`src/rtl/fb_controller.sv`:
```
// Frame-buffer controller: arbitrates one frame RAM between rasteriser pixel writes
// and a scan-out prefetcher. Optional front/back swapping when FB_DOUBLE_BUFFER_EN is defined.
//
// state   | meaning
// --------+--------------------------------------------------------
// S_IDLE  | no scan-out active, writes own every RAM slot
// S_FETCH | prefetching the current frame into the scan-out FIFO
// S_DONE  | whole frame issued, writes own the RAM until scan_start
module fb_controller #(
  parameter int WIDTH      = 399,
  parameter int HEIGHT     = 240,
  parameter int FIFO_DEPTH = 8,
  parameter int LOW_WATER  = 4
) (
  input  logic        clk,
  input  logic        reset,
  output logic        ready_o,
  input  logic [16:0] drawIndex_i,
  input  logic [8:0]  dataIn_i,
  input  logic        loaded_i,
  output logic [17:0] mem_addr_o,
  output logic [8:0]  mem_wdata_o,
  output logic        mem_we_o,
  output logic        mem_re_o,
  input  logic [8:0]  mem_rdata_i,
  input  logic        scan_start_i,
  input  logic        scan_rd_i,
  output logic [8:0]  scan_data_o,
  output logic        scan_empty_o,
  output logic        underflow_o,
  output logic        front_o
);

  localparam int FRAME = WIDTH * HEIGHT;
  localparam logic [16:0] LAST_IDX = 17'(FRAME - 1);
  localparam int PW = (FIFO_DEPTH > 1) ? $clog2(FIFO_DEPTH) : 1;
  localparam int OW = $clog2(FIFO_DEPTH + 1);
  localparam logic [OW:0]   DEPTH_C  = (OW + 1)'(FIFO_DEPTH);
  localparam logic [OW:0]   LOW_C    = (OW + 1)'(LOW_WATER);
  localparam logic [PW-1:0] PTR_LAST = PW'(FIFO_DEPTH - 1);

  localparam logic [1:0] S_IDLE  = 2'd0;
  localparam logic [1:0] S_FETCH = 2'd1;
  localparam logic [1:0] S_DONE  = 2'd2;

  logic [1:0]    state_q, state_d;
  logic [16:0]   rd_addr_q, rd_addr_d;
  logic          ready_q, ready_d;
  logic          wr_slot_q;
  logic          inflight_q, inflight_d;
  logic [OW-1:0] occ_q, occ_d;
  logic [PW-1:0] wr_ptr_q, wr_ptr_d;
  logic [PW-1:0] rd_ptr_q, rd_ptr_d;
  logic [8:0]    fifo_q [FIFO_DEPTH];
  logic          underflow_q;

  logic          buf_rd, buf_wr;
  logic          wr_en, rd_en, push, pop;
  logic [OW:0]   fill_cur, fill_nxt;

  // A reserved slot is consumed even when the pixel index is out of range.
  assign wr_en    = wr_slot_q && !reset && (drawIndex_i <= LAST_IDX);
  assign fill_cur = {1'b0, occ_q} + {{OW{1'b0}}, inflight_q};
  assign rd_en    = (state_q == S_FETCH) && !scan_start_i && !wr_slot_q && !reset &&
                    (fill_cur < DEPTH_C);
  assign push     = inflight_q && !scan_start_i;
  assign pop      = scan_rd_i && (occ_q != '0);

  always_comb begin
    state_d    = state_q;
    rd_addr_d  = rd_addr_q;
    occ_d      = occ_q;
    wr_ptr_d   = wr_ptr_q;
    rd_ptr_d   = rd_ptr_q;
    inflight_d = rd_en;
    if (scan_start_i) begin
      state_d    = S_FETCH;
      rd_addr_d  = '0;
      occ_d      = '0;
      wr_ptr_d   = '0;
      rd_ptr_d   = '0;
      inflight_d = 1'b0;
    end else begin
      if (rd_en) begin
        rd_addr_d = rd_addr_q + 17'd1;
        if (rd_addr_q == LAST_IDX) state_d = S_DONE;
      end
      if (push) wr_ptr_d = (wr_ptr_q == PTR_LAST) ? '0 : wr_ptr_q + PW'(1);
      if (pop)  rd_ptr_d = (rd_ptr_q == PTR_LAST) ? '0 : rd_ptr_q + PW'(1);
      case ({push, pop})
        2'b10:   occ_d = occ_q + OW'(1);
        2'b01:   occ_d = occ_q - OW'(1);
        default: occ_d = occ_q;
      endcase
    end
    // Throttle the rasteriser on the occupancy the FIFO will have next cycle.
    fill_nxt = {1'b0, occ_d} + {{OW{1'b0}}, inflight_d};
    ready_d  = !((state_d == S_FETCH) && (fill_nxt <= LOW_C));
  end

  always_ff @(posedge clk) begin
    if (reset) begin
      state_q     <= S_IDLE;
      rd_addr_q   <= '0;
      ready_q     <= 1'b0;
      wr_slot_q   <= 1'b0;
      inflight_q  <= 1'b0;
      occ_q       <= '0;
      wr_ptr_q    <= '0;
      rd_ptr_q    <= '0;
      underflow_q <= 1'b0;
    end else begin
      state_q    <= state_d;
      rd_addr_q  <= rd_addr_d;
      ready_q    <= ready_d;
      wr_slot_q  <= ready_q;
      inflight_q <= inflight_d;
      occ_q      <= occ_d;
      wr_ptr_q   <= wr_ptr_d;
      rd_ptr_q   <= rd_ptr_d;
      if (scan_rd_i && (occ_q == '0)) underflow_q <= 1'b1;
    end
  end

  always_ff @(posedge clk) begin
    if (push) fifo_q[wr_ptr_q] <= mem_rdata_i;
  end

`ifdef FB_DOUBLE_BUFFER_EN
  logic front_q, swap_pending_q, loaded_q, loaded_rise;

  assign loaded_rise = loaded_i && !loaded_q;

  // An edge coinciding with scan_start is kept pending for the following frame.
  always_ff @(posedge clk) begin
    if (reset) begin
      front_q        <= 1'b0;
      swap_pending_q <= 1'b0;
      loaded_q       <= 1'b0;
    end else begin
      loaded_q <= loaded_i;
      if (scan_start_i) begin
        if (swap_pending_q) front_q <= ~front_q;
        swap_pending_q <= loaded_rise;
      end else if (loaded_rise) begin
        swap_pending_q <= 1'b1;
      end
    end
  end

  assign buf_rd = front_q;
  assign buf_wr = ~front_q;
`else
  logic unused_loaded;
  assign unused_loaded = loaded_i;
  assign buf_rd = 1'b0;
  assign buf_wr = 1'b0;
`endif

  always_comb begin
    mem_addr_o = '0;
    if (wr_en)      mem_addr_o = {buf_wr, drawIndex_i};
    else if (rd_en) mem_addr_o = {buf_rd, rd_addr_q};
  end

  assign ready_o      = ready_q;
  assign mem_we_o     = wr_en;
  assign mem_re_o     = rd_en;
  assign mem_wdata_o  = wr_en ? dataIn_i : '0;
  assign scan_empty_o = (occ_q == '0);
  assign scan_data_o  = scan_empty_o ? '0 : fifo_q[rd_ptr_q];
  assign underflow_o  = underflow_q;
  assign front_o      = buf_rd;

endmodule
```
`config.mk`:
```
export PLATFORM = sky130hd
export DESIGN_NAME = fb_controller
export DESIGN_NICKNAME = d
export VERILOG_FILES = /design/src/rtl/fb_controller.sv
export SDC_FILE = /design/constraint.sdc
export NUM_CORES = 1
export LEC_CHECK = 0
export CORE_MARGIN = 4
export CORE_UTILIZATION = 42
export DETAILED_ROUTE_END_ITERATION = 10
export PLACE_DENSITY = 0.65
export SETUP_SLACK_MARGIN = 0.05
export SLEW_MARGIN = 20
export SYNTH_ARGS = -nofsm -noshare
export SYNTH_HDL_FRONTEND = slang
export SYNTH_SLANG_ARGS = --single-unit
```
`constraint.sdc`:
```
create_clock -name clk -period 3.86 [get_ports clk]
set_input_delay 0.772 -clock clk [delete_from_list [all_inputs] [get_ports clk]]
set_output_delay 0.772 -clock clk [all_outputs]
set_load 0.005 [all_outputs]
```
## Word-level counts from Yosys, hierarchy flattened

Memories as Yosys holds them, arrays and structs flattened. A register that Yosys moved wholly into a read port is not among the register bits.
Cells that the tools add are included.
W data, S select, Z words.

- Flip-flop bits (word level): 33
- Bits in writable memories: 72
- Input bits: 40
- Output and inout bits: 42
- Word-level logic and storage cells: 60
- Memories kept: 1

Memories:

| name | depth | bits a word | rd ports | clocked after memory_dff | write ports | RTL line | text |
|---|---|---|---|---|---|---|---|
| fifo_q | 8 | 9 | 1 | 1 | 1 | 54 | `logic [8:0] fifo_q [FIFO_DEPTH];` |

- $add $sub $neg: 7
- Magnitude comparators: 3
- Equality and inequality tests: 7
- Mux-type cells: 16
- Reduce and logical (&&, ||, !) cells: 17

Operators by type and width:

| cell | number |
|---|---|
| $mux W17 | 2 |
| $mux W9 | 2 |
| $add A17 B1 Y17 const B | 1 |
| $eq A17 B17 Y1 const B | 1 |
| $le A17 B17 Y1 const B | 1 |
| $mux W3 | 4 |
| $add A4 B1 Y5 | 2 |
| $logic_and A1 B1 Y1 | 10 |
| $pmux W4 S2 | 1 |
| $add A3 B1 Y3 const B | 2 |
| $eq A2 B1 Y1 const B | 3 |
| $eq A3 B3 Y1 const B | 2 |
| $mux W2 | 3 |
| $le A5 B3 Y1 const B | 1 |
| $lt A5 B4 Y1 const B | 1 |
| $add A4 B1 Y4 const B | 1 |
| $logic_not A1 Y1 | 4 |
| $logic_not A4 Y1 | 1 |
| $mux W4 | 1 |
| $reduce_bool A4 Y1 | 1 |
| $sub A4 B1 Y4 const B | 1 |
| $mux W1 | 3 |
| $eq A2 B2 Y1 const B | 1 |
| $reduce_or A2 Y1 | 1 |

## Logic depth before layout (Yosys ltp)

Gate-level depths: netlist of the first run.

- Word-level depth: 10
- Gate-level depth with buffers: 16

## Least setup slack after synthesis of the first run

Ideal clock, no wire load.

- Path type: input to register
- From: input scan_start_i
- To: register ready_q (netlist: ready_o)
- Library setup time: 0.129 ns
- Arrival time: 2.963 ns
- Setup slack: 0.768 ns
- Cell stages on the path: 12
- Cells stage by stage: nor2b_1 > inv_1 > ha_1 > buf_2 > xor2_1 > nor2_1 > ha_1 > ha_1 > nor2_1 > nor3_1 > a2111oi_1 > a21oi_1

- Elaborated cells on any way between the ends: 18
- Those cells by class: add/sub (1); order compare (1); eq/ne (3); mux (5); reduce/logical (8)

RTL lines:

| what | RTL line | text |
|---|---|---|
| start, declared | 26 | `input logic scan_start_i,` |
| $logic_not A1 Y1 | 66 | `assign push = inflight_q && !scan_start_i;` |
| $logic_and A1 B1 Y1 | 66 |  |
| $eq A2 B1 Y1 / $eq A2 B2 Y1 (equally long branches) | 90 | `case ({push, pop})` |
| $pmux W4 S2 | 90 |  |
| $mux W4 (*) | 76 | `if (scan_start_i) begin` |
| net occ_d[0] | 51 | `logic [OW-1:0] occ_q, occ_d;` |
| $add A4 B1 Y5 (*) | 97 | `fill_nxt = {1'b0, occ_d} + {{OW{1'b0}}, inflight_d};` |
| $le A5 B3 Y1 (*) | 98 | `ready_d = !((state_d == S_FETCH) && (fill_nxt <= LOW_C));` |
| $logic_and A1 B1 Y1 (*) | 98 |  |
| $logic_not A1 Y1 (*) | 98 |  |
| end signal, assigned | 115 | `ready_q <= ready_d;` |
| end, declared | 48 | `logic ready_q, ready_d;` |

Mark *: on every way through the listed nets, which the timed path passes. The rest lies on a longest branch.
A chain may end at the register's enable or synchronous reset.

## Worst setup path in the final report of the first run

- From: input drawIndex_i[4]
- To: output mem_addr_o[4]

- Cells in the longest elaborated chain, start to end: 3

Ends and longest elaborated chain:

| what | RTL line | text |
|---|---|---|
| start, declared | 18 | `input logic [16:0] drawIndex_i,` |
| $le A17 B17 Y1 | 62 | `assign wr_en = wr_slot_q && !reset && (drawIndex_i <= LAST_IDX);` |
| $logic_and A1 B1 Y1 | 62 |  |
| $mux W17 (*) | 162 | `if (wr_en) mem_addr_o = {buf_wr, drawIndex_i};` |
| end, declared | 21 | `output logic [17:0] mem_addr_o,` |

Mark *: on every way between the ends. The rest lies on a longest branch, timed or not.

==> qor.txt, run 1 <==
number of enable flip-flop cells after synthesis -> 72
filler instances -> 992
Netlist Area Pre-Place -> 4900 µm²
worst hold start -> ready_o$_SDFF_PP0_
Rel. slew slack -> 55.1%
wire length of the first global-routing pass -> 16600 µm
number of routed nets with antenna violations -> 0
die height -> 116 µm
Max clock buf depth -> 2
maxcap violations -> 0
hold bufs inserted after CTS -> 0
Cells after Synth -> 383
combinational cell fraction of total power -> 4.8%
Critical-path top delay cell -> clkdlybuf4s50_1
peak supply drop -> 178 µV
total CTS buffers -> 9
Critical Path Fanout Max -> 26
most frequent cells in the layout -> clkdlybuf4s50_1, edfxtp_1, nor2_1, dfxtp_1, nand2_1
PwrDens -> 356 nW/µm²
DIE AREA -> 13500 µm²
I/O pins -> 82
root buffer cell -> clkbuf_16
PnR worst setup slack -> 0.165 ns
Initial Utilization -> 42.9%
startpoint types -> input port
pre-CTS setup slack -> 0.155 ns
CTS resizes -> 0
worst slew pin tran -> 0.673 ns
Port Buffer Count -> 78
Tmin final -> 3.69 ns
CP startpoint -> drawIndex_i[4]
synth warn -> 0
WP data required -> 3.09 ns
CTS tree -> built
crit path kind -> input port to output port
Worst EP arrival -> 2.92 ns
number of synthesized register bits -> 108
Final Skew -> 0.00665 ns
Mean Syn Cell Area -> 12.8 µm²
most common cell after layout, fill and taps aside -> clkdlybuf4s50_1
Clk Latency, worst-skew pair -> 0.34 ns
# clock sinks -> 108
Congestion Overflow GR -> 0
Cell Area, Placed -> 5960 µm²
final setup vio count -> 0
worst-path cell chain -> clkdlybuf4s50_1 > nor3_1 > nand2_1 > a31oi_1 > o21bai_1 > a21oi_1 > buf_6 > a22o_1 > clkdlybuf4s50_1
library cells used by synthesis -> 48
area grow syn2layout -> 27.5%
Initial DRC Count -> 145
fin nets -> 523
power after layout -> 2.22 mW
H-tree depth -> 3
Die X -> 116 µm
largest net degree at the start of global routing -> 30
ANT cells -> 0
Fin. Hold Viols -> 0
Max Clock Freq -> 271 MHz
Slew Limit Fails -> 0
clk slew on worst S/H paths -> 0.06 ns
gr usage total -> 15.8%
DR vias -> 3252
outcome -> finished, final reports clean
fraction of layout cells with a size suffix above 1 -> 13.8%
Crit Reg-Reg Startpoint -> occ_q[1]$_SDFF_PP0_
worst hold path type -> flip-flop to flip-flop
clock power share -> 39.5%
Sw Share -> 19.4%
Tcrit/Tclk final -> 95.7%
Post-synth ARST share -> 0%
GP Congestion -> 0.782
initial antenna violation count -> 0
switching power -> 430 µW
post-DP HPWL -> 7130 µm
Crit path top cell by count -> clkdlybuf4s50_1
drt drc -> 0
final WL -> 10100 µm
postcts setup bufs -> 0
Int Power -> 1.79 mW
leakage -> 2.09 nW
vias per cell -> 5.24
sequential share of the synthesized area -> 58.8%
fin area -> 6250 µm²
TritonRoute pass-1 iters -> 4
routed length per instance -> 16.3 µm
RSZ-0062 raised after global routing -> yes
Seq pwr share -> 55.7%
crit end category -> output port
ys flop type -> edfxtp_1
fin util -> 54.7%
core area -> 11400 µm²
final hold slack -> 0.478 ns
# rows -> 39
vias in the first global route -> 3260
CP peak stage delay -> 0.50 ns
[cells by family (layout without fill, tap and decap cells)]
kind of cell	after synthesis	after routing	share of synthesized area, %
and+or+nand+nor	137	137	13.9
DFF	108	108	58.8
AOI/OAI and AO/OA	45	45	7.07
muxes	33	33	11.4
buffers and inverters	30	124	2.94
xor gates and xnor gates	20	20	3.57
adders and majority gates	9	9	2.30
other	1	2	0.0765
[worst max-delay path, delay by kind of cell]
kind	cells	cell delay, ns
buf+inv	3	1.15
compound gates	4	0.70
simple gates	2	0.29
[stage by stage]
stage,instances,setup TNS (ns)
6_report,621,0
5_1_grt,621,-0.00926
4_1_cts,621,0
3_5_place_dp,606,0
3_3_place_gp,606,0
2_1_floorplan,384,0
[cells in the mapped netlist, types with 2 or more instances]
master | instances | share of area (%)
a21o_1 | 2 | 0.31
a21oi_1 | 12 | 1.2
a21oi_2 | 2 | 0.36
a22o_1 | 16 | 2.9
and2_1 | 10 | 1.3
and3_1 | 3 | 0.38
buf_1 | 3 | 0.23
buf_2 | 7 | 0.71
buf_4 | 2 | 0.31
buf_6 | 2 | 0.46
clkbuf_1 | 8 | 0.61
dfxtp_1 | 36 | 15
edfxtp_1 | 72 | 44
ha_1 | 9 | 2.3
inv_1 | 6 | 0.46
inv_2 | 2 | 0.15
mux2i_1 | 14 | 2.9
mux4_2 | 18 | 8.3
nand2_1 | 21 | 1.6
nand2b_1 | 5 | 0.64
nand3_1 | 12 | 1.2
nand4_1 | 5 | 0.64
nand4b_1 | 2 | 0.36
nor2_1 | 48 | 3.7
nor2b_1 | 4 | 0.51
nor3_1 | 13 | 1.3
nor3_2 | 2 | 0.41
nor4_1 | 5 | 0.64
o211ai_1 | 2 | 0.31
o21a_1 | 2 | 0.31
o21ai_0 | 2 | 0.20
or2_2 | 2 | 0.26
xnor2_1 | 8 | 1.4
xor2_1 | 12 | 2.1
[power groups by stage]
stage	clock, mW	sequential [mW]	combinational (mW)
floorplan	0	1.26	0.0351
CTS	0.902	1.24	0.107
global route	0.953	1.24	0.116
global placement	0	1.26	0.105
detailed placement	0	1.26	0.107
finish	0.878	1.24	0.106
[metal layers]
| layer | GRT usage (%) | up-vias | wire (µm) |
|---|---|---|---|
| met1 | 21.2 | 1560 | 4480 |
| met2 | 26.2 | 85 | 5080 |
| li1 | - | 1600 | - |
| met3 | 3.60 | 7 | 492 |
| met4 | 3.94 | 0 | 81 |
| met5 | 0 | - | 0 |
[state kept, by name (all words and copies together) (netlist names), named ones only]
name,flops
fifo_q,72
rd_addr_q,17
occ_q,4
rd_ptr_q,3
wr_ptr_q,3
state_q,2
inflight_q,1
ready_o,1
underflow_o,1
wr_slot_q,1
[area by class of cell]
type	instances	area (µm²)	share of cell area, %
Clock buffer	10	229	3.67
Clock inverter	5	53.8	0.861
Inverter	8	30.0	0.481
Multi-Input combinational cell	246	1890	30.3
Sequential cell	108	2880	46.1
Tap cell	143	179	2.86
Timing Repair Buffer	101	982	15.7
[worst paths after layout]
kind | end | slack [ns] | cells past startpoint
max reg2reg | ready_o$_SDFF_PP0_ | 0.94 | 13
max | mem_addr_o[4] | 0.17 | 9
min reg2reg | wr_slot_q$_SDFF_PP0_ | 0.48 | 1
min | wr_slot_q$_SDFF_PP0_ | 0.48 | 1
Note: power is estimated with default switching activity, not from simulation.
==> inputs of run 2 (changes only) <==
--- a/config.mk
+++ b/config.mk
@@ -7,4 +7,6 @@
 export LEC_CHECK = 0
+export CORE_ASPECT_RATIO = 1.4
 export CORE_MARGIN = 4
 export CORE_UTILIZATION = 42
+export CTS_CLUSTER_DIAMETER = 80
 export DETAILED_ROUTE_END_ITERATION = 10
--- a/constraint.sdc
+++ b/constraint.sdc
@@ -3,2 +3,2 @@
 set_output_delay 0.772 -clock clk [all_outputs]
-set_load 0.005 [all_outputs]
+set_load 0.02 [all_outputs]
==> run 2 against run 1 <==
Against the previous run:
- first-iteration DRC count down 20%
- register-to-register slack worse by 0.02 ns
- routed wire length up 5.2%
- sequential cell count unchanged
- via count up 2.1%
- non-clock buffer count up 2
- power up 3.3%
- worst hold slack worse by 0.0081 ns
- fmax up 2.9%
- combinational power up 9%
- sequential power about the same
- critical path depth unchanged
- largest cell class unchanged
- largest power group unchanged
==> qor.txt, run 2 (same netlist as run 1, synthesis figures left out) <==
outcome -> finished, final reports clean
clock power share -> 41.0%
setup_tns -> 0 ns
Tmin final -> 3.59 ns
switching power -> 486 µW
filler instances -> 977
fin nets -> 525
area grow syn2layout -> 29.5%
CP peak stage delay -> 0.59 ns
Max Clock Freq -> 279 MHz
Largest regs -> fifo_q: 72 flops, rd_addr_q: 17 flops, occ_q: 4 flops
gr usage total -> 16.2%
Sw Share -> 21.1%
RSZ-0062 raised after global routing -> no
maxcap violations -> 0
# clock sinks -> 108
wire length of the first global-routing pass -> 17100 µm
CTS tree -> built
Die X -> 99.3 µm
Int Power -> 1.81 mW
Cell Area, Placed -> 5960 µm²
Clk Latency, worst-skew pair -> 0.34 ns
leakage -> 2.58 nW
Rel. slew slack -> 57.3%
worst-path cell chain -> clkdlybuf4s50_1 > nor4_2 > buf_4 > nand3_1 > inv_2 > nand2_1 > o21ai_0 > o21a_1 > clkdlybuf4s50_1
pre-CTS setup slack -> 0.0278 ns
final setup vio count -> 0
met1 Usage GRT -> 18.7%
critical path buffer and inverter count -> 4
crit path kind -> input port to output port
fin area -> 6350 µm²
combinational cell fraction of total power -> 5.1%
Max clock buf depth -> 2
total CTS buffers -> 9
DR vias -> 3320
root buffer cell -> clkbuf_16
drt drc -> 0
Tcrit/Tclk final -> 93.0%
fraction of layout cells with a size suffix above 1 -> 15.2%
I/O pins -> 82
PnR worst setup slack -> 0.270 ns
Slew Limit Fails -> 0
final WL -> 10700 µm
most common cell after layout, fill and taps aside -> edfxtp_1
met3 Use GR -> 3.70%
DIE AREA -> 13500 µm²
global-route met2 utilization -> 30.0%
vias in the first global route -> 3441
PwrDens -> 362 nW/µm²
clk slew on worst S/H paths -> 0.07 ns
post-DP HPWL -> 7490 µm
Crit path top cell by count -> clkdlybuf4s50_1
largest net degree at the start of global routing -> 30
most frequent cells in the layout -> edfxtp_1, clkdlybuf4s50_1, nor2_1, dfxtp_1, dlymetal6s2s_1
global route hottest layer -> met2
Worst EP arrival -> 2.82 ns
startpoint types -> input port
vias per cell -> 5.31
Fin. Hold Viols -> 0
# rows -> 46
Seq pwr share -> 53.9%
max reg flops -> 72
routed length per instance -> 17.1 µm
Critical-path top delay cell -> clkdlybuf4s50_1
die height -> 136 µm
Final Skew -> 0.00487 ns
Critical Path Fanout Max -> 3
TritonRoute pass-1 iters -> 6
Top reg by flops -> fifo_q
crit end category -> output port
core area -> 11400 µm²
hold bufs inserted after CTS -> 0
ANT cells -> 0
GP Congestion -> 0.791
peak supply drop -> 239 µV
H-tree depth -> 3
WP data required -> 3.09 ns
worst slew pin tran -> 0.640 ns
number of routed nets with antenna violations -> 0
power after layout -> 2.30 mW
Initial DRC Count -> 116
Congestion Overflow GR -> 0
Port Buffer Count -> 78
Initial Utilization -> 43.0%
initial antenna violation count -> 0
family with the most delay on the worst path -> buffers and inverters
worst hold path type -> flip-flop to flip-flop
postcts setup bufs -> 0
[run 2: changes by cell type in the layout (fill, tap and decap cells not counted), moves of 2 or more]
cell and delta:
buf_4 +2, inv_6 +3, clkdlybuf4s50_1 -25, dlymetal6s2s_1 +25
[run 2: routing by layer]
metal	up-vias	share of wire, %	wire length, µm
met5	-	0	0
li1	1605	-	-
met2	80	55	5850
met3	12	4.3	460
met4	0	1.2	132
met1	1623	40	4220
[run 2: power groups by stage]
stage                     Sequential (mW)  Clock, mW  Combinational [mW]
after floorplan                      1.27          0              0.0416
after global placement               1.26          0               0.114
after detailed placement             1.26          0               0.117
after CTS                            1.24      0.965               0.117
after global routing                 1.24       1.01               0.126
final                                1.24      0.942               0.116
[run 2: metrics by stage]
step,hold WS (ns),cells,utilization (%)
global placement,0.450,608,52.3
CTS,0.473,624,55.0
detailed placement,0.460,608,52.3
floorplan,0.455,384,-
global route,0.483,625,55.7
finish,0.470,625,55.7
[run 2: final timing paths]
path / startpoint / endpoint / slack, ns / cells past startpoint
min: ready_o$_SDFF_PP0_ / wr_slot_q$_SDFF_PP0_ / 0.47 / 1
max reg2reg: occ_q[1]$_SDFF_PP0_ / ready_o$_SDFF_PP0_ / 0.92 / 13
min reg2reg: ready_o$_SDFF_PP0_ / wr_slot_q$_SDFF_PP0_ / 0.47 / 1
max: scan_start_i / mem_addr_o[16] / 0.27 / 9
[run 2: timing repair]
item,in CTS,in global routing
pin swaps,0,0
gates resized for setup,1,27
endpoints found under the setup margin,8,26
hold endpoints to repair,0,0
cloned,0,1
[run 2: area by class of cell]
class | instances | area, µm² | share of cell area (%)
Tap cell | 144 | 180 | 2.84
Timing Repair Buffer | 103 | 1040 | 16.5
Clock inverter | 7 | 85.1 | 1.34
Inverter | 8 | 30.0 | 0.473
Sequential cell | 108 | 2880 | 45.4
Clock buffer | 9 | 225 | 3.55
Multi-Input combinational cell | 246 | 1900 | 29.9
